### config.mk
export PLATFORM = sky130hd
export DESIGN_NAME = baud_tick_gen_flat
export DESIGN_NICKNAME = d
export VERILOG_FILES = /design/src/rtl/baud_tick_gen_if.sv /design/src/rtl/baud_tick_gen.sv /design/src/flat_wrapper.sv
export SDC_FILE = /design/constraint.sdc
export NUM_CORES = 1
export LEC_CHECK = 0
export BUFFER_PORTS_ARGS = -buffer_cell sky130_fd_sc_hd__buf_4
export CAP_MARGIN = 40
export CORE_AREA = 8 8 87 89
export CTS_CLUSTER_DIAMETER = 60
export DETAILED_ROUTE_END_ITERATION = 8
export DIE_AREA = 0 0 95 97
export RECOVER_POWER = 100
export SYNTH_ARGS = -nofsm -noshare
export SYNTH_HDL_FRONTEND = slang
export SYNTH_SLANG_ARGS = --single-unit
export TNS_END_PERCENT = 10
### constraint.sdc
create_clock -name clock -period 4 [get_ports clock]
set_clock_uncertainty 0.2 [all_clocks]
set_input_delay 0.4 -clock clock [delete_from_list [all_inputs] [get_ports clock]]
set_output_delay 0.4 -clock clock [all_outputs]
set_load 0.02 [all_outputs]
### src/rtl/baud_tick_gen_if.sv
// Control and tick bundle between a UART datapath (master) and baud_tick_gen (slave).
interface baud_tick_gen_if #(
  parameter int unsigned DIV_WIDTH  = 16,
  parameter int unsigned FRAC_WIDTH = 4,
  parameter int unsigned OS_WIDTH   = 4
);
  logic                  enable;
  logic                  restart;
  logic                  cfg_load;
  logic [DIV_WIDTH-1:0]  cfg_div_int;
  logic [FRAC_WIDTH-1:0] cfg_div_frac;
  logic                  rx_tick;
  logic                  tx_tick;
  logic                  mid_tick;
  logic [OS_WIDTH-1:0]   os_count;

  modport master (
    output enable, restart, cfg_load, cfg_div_int, cfg_div_frac,
    input  rx_tick, tx_tick, mid_tick, os_count
  );

  modport slave (
    input  enable, restart, cfg_load, cfg_div_int, cfg_div_frac,
    output rx_tick, tx_tick, mid_tick, os_count
  );
endinterface

### src/rtl/baud_tick_gen.sv
// Fractional baud tick generator: oversample (rx), bit (tx) and mid-bit tick enables
// derived from a runtime-programmable integer + fraction divisor.
module baud_tick_gen #(
  parameter int unsigned DIV_WIDTH        = 16,
  parameter int unsigned FRAC_WIDTH       = 4,
  parameter int unsigned OVERSAMPLE       = 16,
  parameter int unsigned DEFAULT_DIV_INT  = 325,
  parameter int unsigned DEFAULT_DIV_FRAC = 8
) (
  input logic            clock,
  input logic            reset_n,
  baud_tick_gen_if.slave bus
);
  localparam int unsigned        OsWidth = (OVERSAMPLE > 1) ? $clog2(OVERSAMPLE) : 1;
  localparam logic [OsWidth-1:0] OsLast  = OsWidth'(OVERSAMPLE - 1);
  localparam logic [OsWidth-1:0] OsMid   = OsWidth'(OVERSAMPLE / 2 - 1);

  logic [DIV_WIDTH-1:0]  r_div_int;
  logic [FRAC_WIDTH-1:0] r_div_frac;
  logic [DIV_WIDTH-1:0]  r_pre;
  logic [FRAC_WIDTH-1:0] r_acc;
  logic                  r_ext;
  logic [OsWidth-1:0]    r_os;
  logic                  r_rx;
  logic                  r_tx;
  logic                  r_mid;

  logic [DIV_WIDTH-1:0]  w_div_eff;
  logic [DIV_WIDTH:0]    w_last;
  logic                  w_wrap;
  logic [FRAC_WIDTH:0]   w_acc_sum;
  logic                  w_rephase;

  always_comb begin
    w_div_eff = (r_div_int == '0) ? {{(DIV_WIDTH-1){1'b0}}, 1'b1} : r_div_int;
    // Terminal prescaler count is D-1, stretched by one when the last tick carried.
    w_last    = {1'b0, w_div_eff} - {{DIV_WIDTH{1'b0}}, 1'b1} + {{DIV_WIDTH{1'b0}}, r_ext};
    w_wrap    = ({1'b0, r_pre} == w_last);
    w_acc_sum = {1'b0, r_acc} + {1'b0, r_div_frac};
    w_rephase = bus.cfg_load | bus.restart | ~bus.enable;
  end

  // Divisor latches even while disabled so software can reprogram an idle port.
  always_ff @(posedge clock or negedge reset_n) begin
    if (!reset_n) begin
      r_div_int  <= DIV_WIDTH'(DEFAULT_DIV_INT);
      r_div_frac <= FRAC_WIDTH'(DEFAULT_DIV_FRAC);
    end else if (bus.cfg_load) begin
      r_div_int  <= bus.cfg_div_int;
      r_div_frac <= bus.cfg_div_frac;
    end
  end

  always_ff @(posedge clock or negedge reset_n) begin
    if (!reset_n) begin
      r_pre <= '0;
      r_acc <= '0;
      r_ext <= 1'b0;
      r_os  <= '0;
      r_rx  <= 1'b0;
      r_tx  <= 1'b0;
      r_mid <= 1'b0;
    end else if (w_rephase) begin
      r_pre <= '0;
      r_acc <= '0;
      r_ext <= 1'b0;
      r_os  <= '0;
      r_rx  <= 1'b0;
      r_tx  <= 1'b0;
      r_mid <= 1'b0;
    end else if (w_wrap) begin
      r_pre <= '0;
      r_acc <= w_acc_sum[FRAC_WIDTH-1:0];
      r_ext <= w_acc_sum[FRAC_WIDTH];
      r_os  <= r_os + OsWidth'(1);
      r_rx  <= 1'b1;
      r_tx  <= (r_os == OsLast);
      r_mid <= (r_os == OsMid);
    end else begin
      r_pre <= r_pre + DIV_WIDTH'(1);
      r_rx  <= 1'b0;
      r_tx  <= 1'b0;
      r_mid <= 1'b0;
    end
  end

  assign bus.rx_tick  = r_rx;
  assign bus.tx_tick  = r_tx;
  assign bus.mid_tick = r_mid;
  assign bus.os_count = r_os;
endmodule

### src/flat_wrapper.sv
// flat-port wrapper written by rule: the top's interface ports become plain ports
module baud_tick_gen_flat 
#(
  parameter int unsigned DIV_WIDTH        = 16,
  parameter int unsigned FRAC_WIDTH       = 4,
  parameter int unsigned OVERSAMPLE       = 16,
  parameter int unsigned DEFAULT_DIV_INT  = 325,
  parameter int unsigned DEFAULT_DIV_FRAC = 8
)
  (clock, reset_n, bus_enable, bus_restart, bus_cfg_load, bus_cfg_div_int, bus_cfg_div_frac, bus_rx_tick, bus_tx_tick, bus_mid_tick, bus_os_count);
  baud_tick_gen_if #(.DIV_WIDTH(DIV_WIDTH), .FRAC_WIDTH(FRAC_WIDTH), .OS_WIDTH(4)) bus_i ();
  input logic clock;
  input logic reset_n;
  input wire logic [$bits(bus_i.enable)-1:0] bus_enable;
  input wire logic [$bits(bus_i.restart)-1:0] bus_restart;
  input wire logic [$bits(bus_i.cfg_load)-1:0] bus_cfg_load;
  input wire logic [$bits(bus_i.cfg_div_int)-1:0] bus_cfg_div_int;
  input wire logic [$bits(bus_i.cfg_div_frac)-1:0] bus_cfg_div_frac;
  output wire logic [$bits(bus_i.rx_tick)-1:0] bus_rx_tick;
  output wire logic [$bits(bus_i.tx_tick)-1:0] bus_tx_tick;
  output wire logic [$bits(bus_i.mid_tick)-1:0] bus_mid_tick;
  output wire logic [$bits(bus_i.os_count)-1:0] bus_os_count;
  assign bus_i.enable = bus_enable;
  assign bus_i.restart = bus_restart;
  assign bus_i.cfg_load = bus_cfg_load;
  assign bus_i.cfg_div_int = bus_cfg_div_int;
  assign bus_i.cfg_div_frac = bus_cfg_div_frac;
  assign bus_rx_tick = bus_i.rx_tick;
  assign bus_tx_tick = bus_i.tx_tick;
  assign bus_mid_tick = bus_i.mid_tick;
  assign bus_os_count = bus_i.os_count;
  baud_tick_gen #(.DIV_WIDTH(DIV_WIDTH), .FRAC_WIDTH(FRAC_WIDTH), .OVERSAMPLE(OVERSAMPLE), .DEFAULT_DIV_INT(DEFAULT_DIV_INT), .DEFAULT_DIV_FRAC(DEFAULT_DIV_FRAC)) u_core (.clock(clock), .reset_n(reset_n), .bus(bus_i));
endmodule
# After elaboration in Yosys (flattened, before gate mapping)
# Cells that the tools add are included.
[totals]
register_bits = 48
inputBits = 25
out_inout_bits = 7
[op_classes]
add_sub_neg = 5
eq_ne = 3
mux = 15
bitwise_logic = 3
n_reduce_logical = 2
[op_table]
columns = ["op", "count"]
rows = [
  ["2-to-1 mux 16 bit", 3],
  ["adder 17 x 1 -> 17 bit", 1],
  ["equality test 16 x 17 -> 1 bit", 1],
  ["subtractor 16 x 1 -> 17 bit, second input constant", 1],
  ["adder 16 x 1 -> 16 bit, second input constant", 1],
  ["logical NOT 16 bit", 1],
  ["2-to-1 mux 4 bit", 4],
  ["2-to-1 mux 1 bit", 8],
  ["adder 4 x 4 -> 5 bit", 1],
  ["adder 4 x 1 -> 4 bit, second input constant", 1],
  ["equality test 4 x 3 -> 1 bit, second input constant", 1],
  ["equality test 4 bit, second input constant", 1],
  ["OR 1 bit", 2],
  ["nonzero test 2 bit", 1],
  ["NOT 1 bit", 1],
]

# Depth between registers and ports, before layout
[logic_depth]
depth_word = 7
ltp_mapped = 15

# Worst setup path before layout
# OpenSTA, ideal clock, no wires.
[synth_timing]
path_kind = "register to register"
startpoint = "reg u_core.r_div_int[8]"
endpoint = "reg u_core.r_os[2], in the netlist u_core.bus.os_count[2]"
arrival_ns = 3.386
required_time_ns = 3.722
slack_ns = 0.336
path_stages_with_launch = 15
path_buffers = 2
period_less_slack_ns = 3.664
cell_sequence = "dfstp_2 -> nor2_1 -> nand4_1 -> nor4_1 -> nor2_1 -> ha_1 -> or4b_1 -> buf_2 -> or4_1 -> nand4_1 -> o221ai_2 -> or4_4 -> buf_6 -> or3_1 -> a21oi_1"
[synth_via]
elab_chain_cells = 6
[synth_rtl]
columns = ["item", "line", "rtl"]
rows = [
  ["start: declaration", "baud_tick_gen.sv:18", "logic [DIV_WIDTH-1:0] r_div_int;"],
  ["start signal: assignment", "baud_tick_gen.sv:46", "r_div_int <= DIV_WIDTH'(DEFAULT_DIV_INT);"],
  ["start signal: assignment", "baud_tick_gen.sv:49", "r_div_int <= bus.cfg_div_int;"],
  ["logical NOT 16 bit", "baud_tick_gen.sv:35", "w_div_eff = (r_div_int == '0) ? {{(DIV_WIDTH-1){1'b0}}, 1'b1} : r_div_int;"],
  ["2-to-1 mux 16 bit (*)", "baud_tick_gen.sv:35", ""],
  ["subtractor 16 x 1 -> 17 bit (*)", "baud_tick_gen.sv:37", "w_last = {1'b0, w_div_eff} - {{DIV_WIDTH{1'b0}}, 1'b1} + {{DIV_WIDTH{1'b0}}, r_ext};"],
  ["adder 17 x 1 -> 17 bit (*)", "baud_tick_gen.sv:37", ""],
  ["equality test 16 x 17 -> 1 bit (*)", "baud_tick_gen.sv:38", "w_wrap = ({1'b0, r_pre} == w_last);"],
  ["nonzero test 2 bit (no source line) (*)", "-", ""],
  ["end signal: assignment", "baud_tick_gen.sv:75", "r_os <= r_os + OsWidth'(1);"],
  ["end: declaration", "baud_tick_gen.sv:23", "logic [OsWidth-1:0] r_os;"],
]
# Mark *: on every way between the ends. The rest lies on a longest branch, timed or not.
# A chain may end at the register's enable or synchronous reset.

# Final worst setup path
[layout_timing]
startpoint = "reg u_core.r_div_int[6]"
endpoint = "reg u_core.r_tx, in the netlist u_core.bus.tx_tick"
[layout_via]
elab_chain_cells = 7
[layout_rtl]
columns = ["item", "line", "rtl"]
rows = [
  ["logical NOT 16 bit", "baud_tick_gen.sv:35", ""],
  ["2-to-1 mux 16 bit (*)", "baud_tick_gen.sv:35", ""],
  ["subtractor 16 x 1 -> 17 bit (*)", "baud_tick_gen.sv:37", ""],
  ["adder 17 x 1 -> 17 bit (*)", "baud_tick_gen.sv:37", ""],
  ["equality test 16 x 17 -> 1 bit (*)", "baud_tick_gen.sv:38", ""],
  ["2-to-1 mux 1 bit (*)", "baud_tick_gen.sv:71", "end else if (w_wrap) begin"],
  ["2-to-1 mux 1 bit (*)", "baud_tick_gen.sv:63", "end else if (w_rephase) begin"],
  ["end signal: assignment", "baud_tick_gen.sv:77", "r_tx <= (r_os == OsLast);"],
  ["end: declaration", "baud_tick_gen.sv:25", "logic r_tx;"],
]
# Marked as above.

==> results.ini <==
[synthesis]
synth_cells=250
ys_seq_area_share_pct=45.1
ys_types=48
synth_edf_count=0
ys_ff_latch=48
synth_ff_type=dfrtp_1
syn_avg_cell_area_sq_um=10.7
synth_top_area_share_pct=40.1
netlist_area_sq_um=2680
yosysWarnings=0
synth_nets=284
synth_area_leaders=dfrtp_1 (40%), xnor2_1 (8.2%), mux2_2 (7.6%)
yosysTopAreaCell=dfrtp_1
ys_async_sr_fraction_pct=100

[sta]
tns_ns=0
fmax_ghz=0.258
setup_viol=0
slew_violations=49
tightest_slew_ns=2.59
fin_crit_sh_pct=96.7
slew_headroom_pct=-72.5
finalCriticalPeriod_ns=3.87
finalHoldViolCount=0

[layout]
drive_gt1_share_pct=26.8
syn_to_final_growth_pct=18.8
nets=326
fin_util_pct=51.3
fill_cells=572
fin_area_sq_um=3180
diodes=0

[setup_path]
ff2ff_path_depth=12
r2r_start=u_core.r_div_int[6]$_DFFE_PN1P_
crit_fanout=6
end_kind=flop
worstSetupStartpoint=u_core.r_div_int[6]$_DFFE_PN1P_
worst_setup_path_start_kind=flop
reg2reg_slack_ns=0.13
endpoint=u_core.bus.tx_tick$_DFF_PN0_
regToRegEndpoint=u_core.bus.tx_tick$_DFF_PN0_
critical_path_class=reg -> reg
cp.arrival_ns=3.91
required_ns=4.04

[placement]
hpwl_um=4030
placed_cell_area_sq_um=3000
io_buffers=31
routabilityCongestion=0.823

[floorplanning]
core_sq_um=6200
row_count=29
die_y_um=97
die_w_um=95
start_util_pct=43.2
die_area_sq_um=9220
io_pins=32

[drt]
wl_per_cell_um=15.5
drt_iter0_drc=47
remaining_drc_errors=0
drt_wl_total_um=5700
dr_total_vias=1972
ant_nets=0
via_per_inst=5.36
dr.pass1.iters=6

[clocking]
cts.sinks=48
root_buffer=clkbuf_8
path_clk_slew_ns=0.08
clock_latency_ns=0.29
cts_buffers=5
clock_path_buffers=2
cts_tree=yes
htreeDepth=2

[pwr]
ir_drop_mv=0.162
power_leakage_nw=1.34
power_density_nw_per_um2=320
total_power_mw=1.02

[global_routing]
antenna_found_initial=0
grt-ovfl-total=0
grt_max_degree=49
grt_pass1_vias=1926
grt_pass1_wl_um=9290
grt_usage_pct=12.5

[status]
violations=capacitance limit, slew limit
status=finished, violations left

[run]
drv_cap=1

[hold_path]
hold_depth=3
min_path_type=in -> reg

worst max-delay path: stages (launching register included):
cell and delay [ns]:
dfstp_2 0.61, nor4_4 0.08, nand4_1 0.14, nor4_2 0.05, nor2_1 0.12, ha_2 0.21
or4b_4 0.51, o41ai_2 0.30, o32ai_1 0.14, mux2_2 0.32, or4_2 0.77, nor2_1 0.17
and4_1 0.20
flip-flops by register name, summed over array words and instances (netlist names):
register	cells
u_core.r_div_int	16
u_core.r_div_frac	4
u_core.r_pre	16
u_core.r_ext	1
u_core.bus.rx_tick	1
u_core.r_acc	4
u_core.bus.tx_tick	1
u_core.bus.os_count	4
u_core.bus.mid_tick	1
cells in the mapped netlist, drive strengths merged, types with 2 or more instances:
cell type / count
mux2i: 5
a211oi: 3
ha: 8
nand4: 6
nor3b: 2
nor3: 2
or4b: 2
and4: 2
a21o: 2
inv: 7
nor2: 31
buf: 5
or4: 4
a21oi: 3
a31oi: 2
nand3: 8
nor4: 8
dfstp: 5
mux2: 18
clkbuf: 5
nand2: 12
xor2: 12
and3b: 2
o21ai: 5
and3: 4
dfrtp: 43
xnor2: 25
nand2b: 2
or3: 2
o2111ai: 2
per-stage QoR:
stage / std cells / setup slack, ns / hold WS (ns)
3_5_place_dp: 353 / 0.0907 / 0.256
5_1_grt: 368 / -0.0213 / 0.119
3_3_place_gp: 353 / 0.116 / 0.259
4_1_cts: 360 / 0.0678 / 0.106
6_report: 368 / 0.131 / 0.120
2_1_floorplan: 250 / 0.336 / -0.0956
report_power, final:
group / leakage (nW) / internal [mW] / switching, mW
logic: 0.668 / 0.0792 / 0.0713
registers: 0.620 / 0.509 / 0.0276
clock network: 0.0501 / 0.180 / 0.151
total: 1.34 / 0.768 / 0.250
cell type report:
| type | count | area [sq um] | area share [%] |
|---|---|---|---|
| repair buffers | 44 | 312 | 9.79 |
| clock buffers | 5 | 68.8 | 2.16 |
| flip-flops and latches | 48 | 1210 | 37.9 |
| clock inverters | 1 | 30.0 | 0.943 |
| well taps | 77 | 96.3 | 3.03 |
| multi-input cells | 186 | 1440 | 45.3 |
| inverters | 7 | 26.3 | 0.825 |
worst min-delay path by stage:
| stage | slack (ns) | end | start |
|---|---|---|---|
| 3_3_place_gp | 0.26 | u_core.bus.tx_tick$_DFF_PN0_ | reset_n |
| 5_1_grt | 0.12 | u_core.r_div_int[14]$_DFFE_PN0P_ | bus_cfg_div_int[14] |
| 6_report | 0.12 | u_core.r_div_int[9]$_DFFE_PN0P_ | bus_cfg_div_int[9] |
| 3_5_place_dp | 0.26 | u_core.bus.tx_tick$_DFF_PN0_ | reset_n |
| 2_1_floorplan | -0.1 | u_core.bus.mid_tick$_DFF_PN0_ | reset_n |
| 4_1_cts | 0.11 | u_core.r_div_int[9]$_DFFE_PN0P_ | bus_cfg_div_int[9] |
cell families after synthesis:
kind of cell | Yosys count | share of synthesized area [%]
AO/OA/AOI/OAI | 24 | 6.44
XOR/XNOR | 37 | 12.1
adder cells (fa/ha/maj) | 9 | 4.48
buffers and inverters | 17 | 3.17
flip-flops | 48 | 45.1
multiplexers | 23 | 9.43
AND/OR/NAND/NOR | 92 | 19.3
metal layers:
layer	track usage [%]	part of all wire, %
met1	16.7	48
met2	18.9	46
met3	3.25	3.8
met4	3.97	1.4
met5	0	0
timing repair:
action	in CTS	in global routing
resized for setup	0	8
setup endpoints to repair	0	21
buffers inserted	0	7
hold buffers	1	0
endpoints found under the hold margin	43	0
cells in the final DEF, fill, tap and decap left out, types with 2 or more instances in the layout:
cell type / synthesis / layout
nand4_1: 6 / 6
a211oi_1: 3 / 3
nor3_1: 2 / 2
inv_1: 7 / 7
a31oi_1: 2 / 2
dfrtp_1: 43 / 43
nand3_1: 8 / 8
clkbuf_1: 5 / 9
buf_4: 1 / 33
nand2_1: 12 / 12
a21oi_1: 3 / 3
or3_1: 2 / 2
and4_1: 2 / 2
or4_1: 2 / 2
or4_4: 2 / 2
xnor2_1: 25 / 25
o2111ai_1: 2 / 2
nor2_1: 31 / 31
and3_1: 4 / 4
a21o_1: 2 / 2
ha_1: 8 / 7
o21ai_0: 5 / 5
mux2_2: 18 / 18
dfstp_2: 5 / 5
nor4_1: 7 / 4
nand2b_1: 2 / 2
xor2_1: 12 / 12
mux2i_1: 5 / 5
and3b_1: 2 / 2
clkbuf_8: 0 / 5
nor4_2: 0 / 3
No activity file was read; power rests on OpenSTA's default activity.
